`src/rtl/branch_resolve.sv`:
```
// Resolves beq/bne/jr in ID using forwarded operands; holds PC and IF/ID during hazard stalls.
// Latency: resolve in cycle N -> registered pc_redirect/ifid_flush pulse in cycle N+1 (2-cycle taken penalty).
// Backpressure: stall_j on a control instruction holds PC/IF/ID and bubbles ID/EX until it drops.
module branch_resolve #(
    parameter int DATA_W    = 32,
    parameter int ADDR_W    = 32,
    parameter int STALL_MAX = 3
) (
    input  logic              clk,
    input  logic              rst,
    input  logic              id_valid,
    input  logic              id_branch,
    input  logic              id_bne,
    input  logic              id_jumpr,
    input  logic [ADDR_W-1:0] id_pc_plus4,
    input  logic [15:0]       id_imm,
    input  logic [DATA_W-1:0] rs_data,
    input  logic [DATA_W-1:0] rt_data,
    input  logic [DATA_W-1:0] exmem_alu_result,
    input  logic [1:0]        fwd_ja,
    input  logic [1:0]        fwd_jb,
    input  logic              stall_j,
    output logic              pc_hold,
    output logic              ifid_hold,
    output logic              idex_bubble,
    output logic              pc_redirect,
    output logic [ADDR_W-1:0] pc_target,
    output logic              ifid_flush,
    output logic              stall_overflow,
    output logic [15:0]       taken_count
);

    // Counter must be able to hold STALL_MAX+1, its saturation value.
    localparam int CNT_W = $clog2(STALL_MAX + 2);

    typedef enum logic [1:0] {
        IDLE     = 2'd0,
        STALL    = 2'd1,
        REDIRECT = 2'd2
    } state_t;

    state_t            state_q, state_d;
    logic [CNT_W-1:0]  stall_cnt_q, stall_cnt_d;
    logic [ADDR_W-1:0] pc_target_q, pc_target_d;
    logic              stall_overflow_q, stall_overflow_d;
    logic [15:0]       taken_count_q, taken_count_d;

    logic              ctl;
    logic              is_jr;
    logic [DATA_W-1:0] op_a;
    logic [DATA_W-1:0] op_b;
    logic              taken;
    logic [ADDR_W-1:0] br_offset;
    logic [ADDR_W-1:0] target;
    logic              in_id_state;
    logic              hold;
    logic              resolve;

    // Operand selection and branch/jump evaluation; jr wins if both decode bits are set.
    always_comb begin
        ctl       = id_valid & (id_branch | id_jumpr);
        is_jr     = id_jumpr;
        // Only encoding 01 forwards; 1x falls back to the register file.
        op_a      = (fwd_ja == 2'b01) ? exmem_alu_result : rs_data;
        op_b      = (fwd_jb == 2'b01) ? exmem_alu_result : rt_data;
        br_offset = {{(ADDR_W-16){id_imm[15]}}, id_imm} << 2;
        if (is_jr) begin
            taken  = 1'b1;
            target = op_a[ADDR_W-1:0];
        end else begin
            taken  = id_bne ? (op_a != op_b) : (op_a == op_b);
            target = id_pc_plus4 + br_offset;
        end
    end

    // Hold is only meaningful while the ID slot is live; the REDIRECT cycle ignores ID.
    always_comb begin
        in_id_state = (state_q == IDLE) || (state_q == STALL);
        hold        = in_id_state & ctl & stall_j;
    end

    // Next-state logic: stall tracking, resolve, target latch and taken counter.
    always_comb begin
        state_d          = state_q;
        stall_cnt_d      = stall_cnt_q;
        pc_target_d      = pc_target_q;
        stall_overflow_d = stall_overflow_q;
        taken_count_d    = taken_count_q;
        resolve          = 1'b0;

        case (state_q)
            IDLE: begin
                if (ctl) begin
                    if (stall_j) begin
                        state_d     = STALL;
                        stall_cnt_d = CNT_W'(1);
                    end else begin
                        resolve = 1'b1;
                    end
                end
            end
            STALL: begin
                if (!ctl) begin
                    // Instruction vanished from ID while waiting: abandon, no redirect.
                    state_d     = IDLE;
                    stall_cnt_d = '0;
                end else if (stall_j) begin
                    if (stall_cnt_q >= CNT_W'(STALL_MAX)) begin
                        stall_overflow_d = 1'b1;
                    end
                    if (stall_cnt_q < CNT_W'(STALL_MAX + 1)) begin
                        stall_cnt_d = stall_cnt_q + CNT_W'(1);
                    end
                end else begin
                    resolve     = 1'b1;
                    stall_cnt_d = '0;
                end
            end
            REDIRECT: begin
                state_d = IDLE;
            end
            default: begin
                state_d     = IDLE;
                stall_cnt_d = '0;
            end
        endcase

        if (resolve) begin
            pc_target_d = target;
            if (taken) begin
                state_d = REDIRECT;
                if (taken_count_q != 16'hFFFF) begin
                    taken_count_d = taken_count_q + 16'd1;
                end
            end else begin
                state_d = IDLE;
            end
        end
    end

    // State and status registers with synchronous reset.
    always_ff @(posedge clk) begin
        if (rst) begin
            state_q          <= IDLE;
            stall_cnt_q      <= '0;
            pc_target_q      <= '0;
            stall_overflow_q <= 1'b0;
            taken_count_q    <= '0;
        end else begin
            state_q          <= state_d;
            stall_cnt_q      <= stall_cnt_d;
            pc_target_q      <= pc_target_d;
            stall_overflow_q <= stall_overflow_d;
            taken_count_q    <= taken_count_d;
        end
    end

    // Outputs are forced low while rst is high, even before the reset edge lands.
    always_comb begin
        pc_hold        = ~rst & hold;
        ifid_hold      = ~rst & hold;
        // Bubble also squashes the wrong-path instruction sitting in ID during REDIRECT.
        idex_bubble    = ~rst & (hold | (state_q == REDIRECT));
        pc_redirect    = ~rst & (state_q == REDIRECT);
        ifid_flush     = ~rst & (state_q == REDIRECT);
        pc_target      = rst ? '0 : pc_target_q;
        stall_overflow = ~rst & stall_overflow_q;
        taken_count    = rst ? '0 : taken_count_q;
    end

endmodule
```
`config.mk`:
```
export PLATFORM = sky130hd
export DESIGN_NAME = branch_resolve
export DESIGN_NICKNAME = d
export VERILOG_FILES = /design/src/rtl/branch_resolve.sv
export SDC_FILE = /design/constraint.sdc
export NUM_CORES = 1
export LEC_CHECK = 0
export ABC_CLOCK_PERIOD_IN_PS = 6800
export CAP_MARGIN = 0
export CORE_MARGIN = 4
export CORE_UTILIZATION = 51
export CTS_CLUSTER_SIZE = 12
export DETAILED_ROUTE_END_ITERATION = 10
export PLACE_DENSITY = 0.95
export SETUP_SLACK_MARGIN = 0.2
export SYNTH_ARGS = -nofsm -noshare
export SYNTH_HDL_FRONTEND = slang
export SYNTH_SLANG_ARGS = --single-unit
export TNS_END_PERCENT = 100
```
`constraint.sdc`:
```
create_clock -name clk -period 6.8 [get_ports clk]
set_input_delay 1.36 -clock clk [delete_from_list [all_inputs] [get_ports clk]]
set_output_delay 1.36 -clock clk [all_outputs]
set_load 0.05 [all_outputs]
```
**Word level (Yosys, flattened, before mapping)**

Cells that the tools add are included.

- Reductions and logical operators: 7
- Bitwise logic cells: 11
- Mux-type cells: 22
- Order comparisons: 2
- $add $sub $neg: 3
- Eq/ne operators: 13

Operators by type and width:

| operator | number |
|---|---|
| $mux W32 | 4 |
| $add A32 B32 Y32 | 1 |
| $eq A32 B32 Y1 | 1 |
| $ne A32 B32 Y1 | 1 |
| $add A16 B1 Y16 const B | 1 |
| $mux W16 | 1 |
| $ne A16 B16 Y1 const B | 1 |
| $mux W3 | 5 |
| $mux W2 | 5 |
| $ne A3 B3 Y1 const B | 3 |
| $pmux W3 S3 | 1 |
| $reduce_and A4 Y1 | 2 |
| $and A1 B1 Y1 | 7 |
| $eq A2 B1 Y1 const B | 3 |
| $reduce_and A3 Y1 | 2 |
| $mux W1 | 5 |
| $ne A2 B2 Y1 const B | 2 |
| $ne A4 B3 Y1 const B | 1 |
| $pmux W2 S2 | 1 |
| $add A3 B1 Y3 const B | 1 |
| $ge A3 B2 Y1 const B | 1 |
| $lt A3 B3 Y1 const B | 1 |
| $eq A2 B2 Y1 const B | 1 |
| $logic_not A2 Y1 | 1 |
| other kinds (4) | 6 |

- Word-level logic and storage cells: 63
- Input bits: 155
- Bits in registers: 54

**Logic depth before layout (Yosys ltp)**

Gate-level depths: netlist of run 1.

- Word-level depth: 7
- Gate-level depth with buffers: 13
- Mapped depth without buffers: 11

**Worst setup path before layout of run 1**

No wires, ideal clock.

- Path type: input-to-output
- Start: in rst
- End: out idex_bubble
- Required time: 5.440 ns
- Arrival time: 3.128 ns
- Stages on the path: 3
- Path buffers: 1
- Path slack: 2.312 ns
- Path through: clkbuf_1 nor3_1 or2_2

- Cells in the longest elaborated chain, start to end: 2

Ends and longest elaborated chain:

| item | RTL line | source |
|---|---|---|
| start: declaration | 10 | `input logic rst,` |
| $not A1 Y1 | 163 | `idex_bubble = ~rst & (hold \| (state_q == REDIRECT));` |
| $and A1 B1 Y1 | 163 |  |
| end: declaration | 25 | `output logic idex_bubble,` |

Every way passes these cells.

**Worst setup path after layout of run 1**

- Start: in fwd_ja[1]
- End: reg taken_count_q[15]

- Cells in the longest elaborated chain, start to end: 6
- Elaborated cells between the ends (all ways): 7
- Those cells by class: eq/ne (3); mux (3); reduce/logical (1)

Ends and longest elaborated chain:

| item | RTL line | source |
|---|---|---|
| start: declaration | 20 | `input logic [1:0] fwd_ja,` |
| $eq A2 B1 Y1 (*) | 64 | `op_a = (fwd_ja == 2'b01) ? exmem_alu_result : rs_data;` |
| $mux W32 (*) | 64 |  |
| $eq A32 B32 Y1 / $ne A32 B32 Y1 (equally long branches) | 71 | `taken = id_bne ? (op_a != op_b) : (op_a == op_b);` |
| $mux W1 (*) | 71 |  |
| $mux W1 (*) | 67 | `if (is_jr) begin` |
| $reduce_and A3 Y1 (no source line) (*) | n/a |  |
| end signal: assignment | 154 | `taken_count_q <= taken_count_d;` |
| end: declaration | 46 | `logic [15:0] taken_count_q, taken_count_d;` |

Every way passes the cells marked *; elsewhere a longest branch is shown, timed or not.
A chain may end at the register's enable or synchronous reset.

==> results of run 1 <==
-- cell type report --
class / instances / share of cell area
inverter: 34 / 0.0157
clock inverter: 2 / 0.00200
tap: 143 / 0.0220
clock buffer: 6 / 0.0171
timing repair buffer: 217 / 0.263
multi-input combinational: 655 / 0.547
sequential: 54 / 0.133
-- power by group through the flow --
stage / Clock [mW] / Sequential (mW) / Combinational (mW)
after floorplan: 0 / 0.341 / 0.294
after global placement: 0 / 0.343 / 0.465
after detailed placement: 0 / 0.344 / 0.473
after CTS: 0.273 / 0.336 / 0.476
after global routing: 0.286 / 0.338 / 0.521
final: 0.273 / 0.336 / 0.483
-- metrics by stage --
stage,hold WS [ps],worst slack [ps],cell area (sq um),power (mW),std cells
global placement,437,1510,7980,0.808,1103
detailed placement,442,1330,7980,0.817,1103
global route,477,1350,8140,1.14,1111
finish,449,1550,8140,1.09,1111
CTS,451,1650,8140,1.09,1111
floorplan,427,2310,5970,0.636,804
-- cells by family (layout without fill, tap and decap cells) --
group                    after synthesis  after routing  synth area share
multiplexers                          35             35            0.0614
buffers and inverters                 95            259            0.0748
XOR/XNOR                              60             60            0.0880
AO/OA/AOI/OAI                        259            259             0.298
adder cells (fa/ha/maj)               33             33            0.0704
flip-flops                            54             54             0.181
AND/OR/NAND/NOR                      268            268             0.226
-- layer usage --
layer / global-route usage / vias up / wire length [um]
li1: - / 3295 / -
met1: 0.360 / 3207 / 8070
met2: 0.483 / 383 / 9550
met3: 0.0518 / 50 / 2140
met4: 0.108 / 2 / 710
met5: 0 / - / 13
-- flip-flops by register name, indices dropped and copies added (netlist names) --
signal and cells:
stall_overflow_q 1, state_q 2, stall_cnt_q 3, taken_count_q 16, pc_target_q 32
-- cells in the final DEF (no fill, tap or decap), types with 30 or more instances in the layout --
cell type        count
a21oi_1             67
clkdlybuf4s50_1    206
nor2_1              44
dfxtp_1             54
nand2_1             80
inv_1               33
o21ai_0             30
nor2b_1             47
ha_1                32
xnor2_1             31
-- worst max-delay path, stage by stage --
cell             delay, ps
clkdlybuf4s50_1        460
nand2b_4               490
nor2_2                 920
a211oi_1               100
a2111oi_0              540
nand4_1                250
nor4_2                 220
nor3b_2                 80
buf_4                  230
nor4_1                 370
mux2_2                 380
-- worst max path at each step --
stage	start	end	slack, ps
5_1_grt	fwd_ja[1]	taken_count_q[2]	1350
3_3_place_gp	fwd_ja[1]	taken_count_q[2]	1510
4_1_cts	fwd_ja[1]	taken_count_q[15]	1650
3_5_place_dp	fwd_ja[1]	taken_count_q[15]	1330
2_1_floorplan	rst	idex_bubble	2310
6_report	fwd_ja[1]	taken_count_q[15]	1550
==> metrics, run 1 <==
post-DP HPWL 16000 um; Setup Fix Bufs, Post-CTS 0; Post-CTS Resized 0; slew margin rel. 0.118; sw frac 0.358; Worst Clk Skew between 7 and 8 ps; Cell Area, Synth 5970 sq um; register area share after synthesis 0.181; R2R depth 7; CTS HTree Levels 2; io pins 209; most frequent cells after synthesis nand2_1, a21oi_1, dfxtp_1, nor2b_1, nor2_1; layout net count 1155; Power Dens Cells 134 nW/um^2; chip width 116 um; Tmin final 5250 ps; CTS Buf Count 5; Final Hold Fails 0; FF-to-FF Start taken_count_q[5]; Mapped Cells 804; largest net degree at the start of global routing 67; row count 39; reg-to-reg slack, setup 4000 ps; critical path endpoint category register; ANT cells 0; RSZ-0062 raised after global routing false; Vias 6937; cell with the most instances after synthesis nand2_1; routed vias/inst around 6.2; CORE AREA around 11000 sq um; status finished, final reports clean; max frequency 191 MHz; total gr overflow 0; internal power roughly 700 uW; Clk Latency, worst-skew pair 290 ps; sequential standard cell area 1080 sq um; critical path class in2reg; Finished Core Util 0.712; die height about 120 um; Crit path required time ~7000 ps; VDD IR max roughly 90 uV; Tcrit/Tclk final 0.772; FF-to-FF End taken_count_q[15]; CP startpoint kind input pin; HP Start pc_target_q[0]; Mapped Nets 992; share of layout cells above drive strength 1 0.0496; number of synthesized register bits 54; Die ar. between 10000 and 15000 sq um; Synth Flop Type dfxtp_1; vias in the first global route 6283; root buffer cell clkbuf_16; Layout fillers 884; antenna viol nets, final 0; Slew Viols, Final 0; sw power between 300 and 400 uW; multi-input logic area 4450 sq um; maxcap violations 0; top cells by area, synth dfxtp_1, ha_1, a21oi_1, nand2_1, nor2b_1; post-synth top area share 0.181; drt pass-1 iters 6; CTS tree built; final setup violation count 0; Iter 0 DRT Violations 902; WHS Endpoint pc_target_q[0]; initial antenna violation count 1; hold_buf cts 0; first-pass GRT wire length 31100 um; Leakage Power roughly 3.2 nW; # DRC 0; Synth-to-Final Area Change 36.2%; RePlAce Congestion 0.944; Sequential Power Share 0.308; Worst Path Arrival around 5400 ps; FFs w/ async S/R, synth 0; Yosys warnings 0; Total Routing Usage GR 0.285; clk sinks 54; Max FO, Critical Path 66; post-synth cell types 62; Gate power share 0.442; Worst-path clk slew 80 ps; hold crit path type reg2reg; Max Root-Sink Buffers 2; Port Buffers 208; clock power share 0.250; Least-Margin Pin Slew 1310 ps; Post-Route WL 20500 um; wire per inst 18.4 um; Post-synth EDFFs 0; Starting Density 0.523; leading area contributor after synthesis dfxtp_1; setup_tns 0 ps; Syn Area/Cell 7.43 sq um; WHS Path Cells 2
(Power assumes the default switching activity.)
==> run 2: changes to the inputs <==
ABC_CLOCK_PERIOD_IN_PS = 5200   (was 6800)
CORE_UTILIZATION = 47   (was 51)
PLACE_DENSITY = 0.92   (was 0.95)
clock period = 5.2 ns   (was 6.8 ns; I/O delays follow)
==> run 2 against run 1 <==
Compared with the run above:
- sequential share of layout area is 0.11 points lower
- critical path type unchanged
- flip-flop and latch count stayed put
- utilization is 4.1 points lower
- worst hold slack better by 2.6 ps
==> metrics, run 2 (synthesized netlist as in run 1, its figures left out) <==
Crit path required time ~5400 ps; CTS tree built; WHS Endpoint pc_target_q[23]; Biggest register pc_target_q; row count 40; layout net count between 1000 and 1500; die height 121 um; max reg flops 32; chain of cells forming the critical path clkdlybuf4s50_1 -> nand2b_4 -> mux2i_1 -> xor2_1 -> nor4_1 -> nand4_1 -> nor4_2 -> nor3b_2 -> buf_4 -> nor4b_1 -> mux2_1; slew margin rel. 0.179; Layout fillers 1021; RSZ-0062 raised after global routing false; Max Root-Sink Buffers 2; critical path endpoint category register; wire per inst 17.7 um; Worst Path Arrival between 4000 and 5000 ps; total gr overflow 0; hold_buf cts 0; Leakage Power 3.18 nW; critical path class in2reg; sw power 499 uW; Final Hold Fails 0; CP startpoint kind input pin; Synth-to-Final Area Change 37.3%; final setup violation count 0; Vias 6844; ANT cells 0; Max FO, Critical Path 27; Power Dens Cells 171 nW/um^2; maxcap violations 0; Tcrit/Tclk final 0.857; post-DP HPWL ~16000 um; sw frac 0.355; Tmin final between 4000 and 5000 ps; routed vias/inst 5.99; largest registers pc_target_q (32), taken_count_q (16), stall_cnt_q (3); Worst Clk Skew 7.22 ps; Clk Latency, worst-skew pair about 290 ps; antenna viol nets, final 0; first-pass GRT wire length 31600 um; root buffer cell clkbuf_16; clk sinks 54; Slew Viols, Final 0; sequential standard cell area approximately 1100 sq um; clock power share 0.238; chip width 121 um; placed insts between 1000 and 1500; status finished, final reports clean; share of layout cells above drive strength 1 0.0544; Port Buffers 208; drt pass-1 iters 8; Starting Density 0.489; Iter 0 DRT Violations 693; CTS Buf Count 5; multi-input logic area 4450 sq um; initial antenna violation count 1; FF-to-FF Start taken_count_q[4]; Setup Fix Bufs, Post-CTS 0; setup_tns 0 ps; VDD IR max roughly 140 uV; Worst path max stage delay about 530 ps; internal power 906 uW; CP max-delay cell clkdlybuf4s50_1; non-filler cells, final 1142; RePlAce Congestion 0.973; worst path bufs/invs 2; Gate power share 0.449; R2R depth 7; commonest non-fill, non-tap cell in the layout clkdlybuf4s50_1; CTS HTree Levels 2; Total Routing Usage GR 0.265; WHS Path Cells 2; # DRC 0; io pins 209; vias in the first global route 6295; commonest non-fill, non-tap cells in the layout clkdlybuf4s50_1, nand2_1, a21oi_1; hold crit path type reg2reg; HP Start pc_target_q[23]; Post-Route WL 20200 um; Die ar. 14600 sq um; Least-Margin Pin Slew 1220 ps; max frequency 224 MHz; delay-heaviest family, CP simple AND/OR/NAND/NOR gates; FF-to-FF End taken_count_q[13]; CORE AREA ~12000 sq um; Post-CTS Resized 0; Worst-path clk slew 70 ps; largest net degree at the start of global routing 52; Sequential Power Share 0.313; reg-to-reg slack, setup 2510 ps
-- run 2: cell count changes in the layout (fill, tap and decap cells not counted), sizes merged --
cell  delta
buf      +6
-- run 2: worst max-delay path by stage --
stage	from	end	slack, ps	cells after the start
after floorplan	rst	idex_bubble	1350	3
after global routing	fwd_ja[0]	taken_count_q[2]	390	12
after detailed placement	fwd_ja[1]	taken_count_q[8]	540	11
after global placement	id_pc_plus4[2]	pc_target_q[30]	640	12
after CTS	fwd_ja[1]	taken_count_q[2]	800	11
final	fwd_ja[1]	taken_count_q[2]	750	11
-- run 2: layout make-up --
cell class,instances,share of cell area
flip-flops and latches,54,0.132
well taps,168,0.0256
clock buffers,6,0.0157
multi-input cells,655,0.543
clock inverters,2,0.00198
inverters,34,0.0156
repair buffers,223,0.266
-- run 2: layer usage --
layer / track usage / routed length [um]
met3: 0.0571 / 1690
met2: 0.442 / 9190
met4: 0.108 / 858
met1: 0.332 / 8490
met5: 0 / 8
-- run 2: tightest hold or removal path: stages, from the launching register on --
cell and delay [ps]:
dfxtp_1 310, nand2_1 50, a21oi_1 50
-- run 2: power by group through the flow --
| stage | sequential [mW] | combinational (mW) | clock, mW |
|---|---|---|---|
| 2_1_floorplan | 0.446 | 0.385 | 0 |
| 6_report | 0.440 | 0.631 | 0.334 |
| 5_1_grt | 0.442 | 0.686 | 0.354 |
| 4_1_cts | 0.440 | 0.625 | 0.338 |
| 3_5_place_dp | 0.449 | 0.621 | 0 |
| 3_3_place_gp | 0.448 | 0.611 | 0 |
-- run 2: metrics by stage --
step / util / hold WS [ps] / worst slack (ps) / area, sq um / power, mW
global placement: 0.660 / 434 / 641 / 8060 / 1.06
CTS: 0.672 / 449 / 801 / 8200 / 1.40
detailed placement: 0.660 / 440 / 543 / 8060 / 1.07
finish: 0.672 / 452 / 745 / 8200 / 1.40
floorplan: - / 427 / 1350 / 5970 / 0.831
global route: 0.672 / 474 / 389 / 8200 / 1.48
==> run 3: changes to the inputs <==
SLEW_MARGIN = 10   (was default)
==> results of run 3 <==
Same layout as run 2: the final DEF is identical, and so are final timing and power.
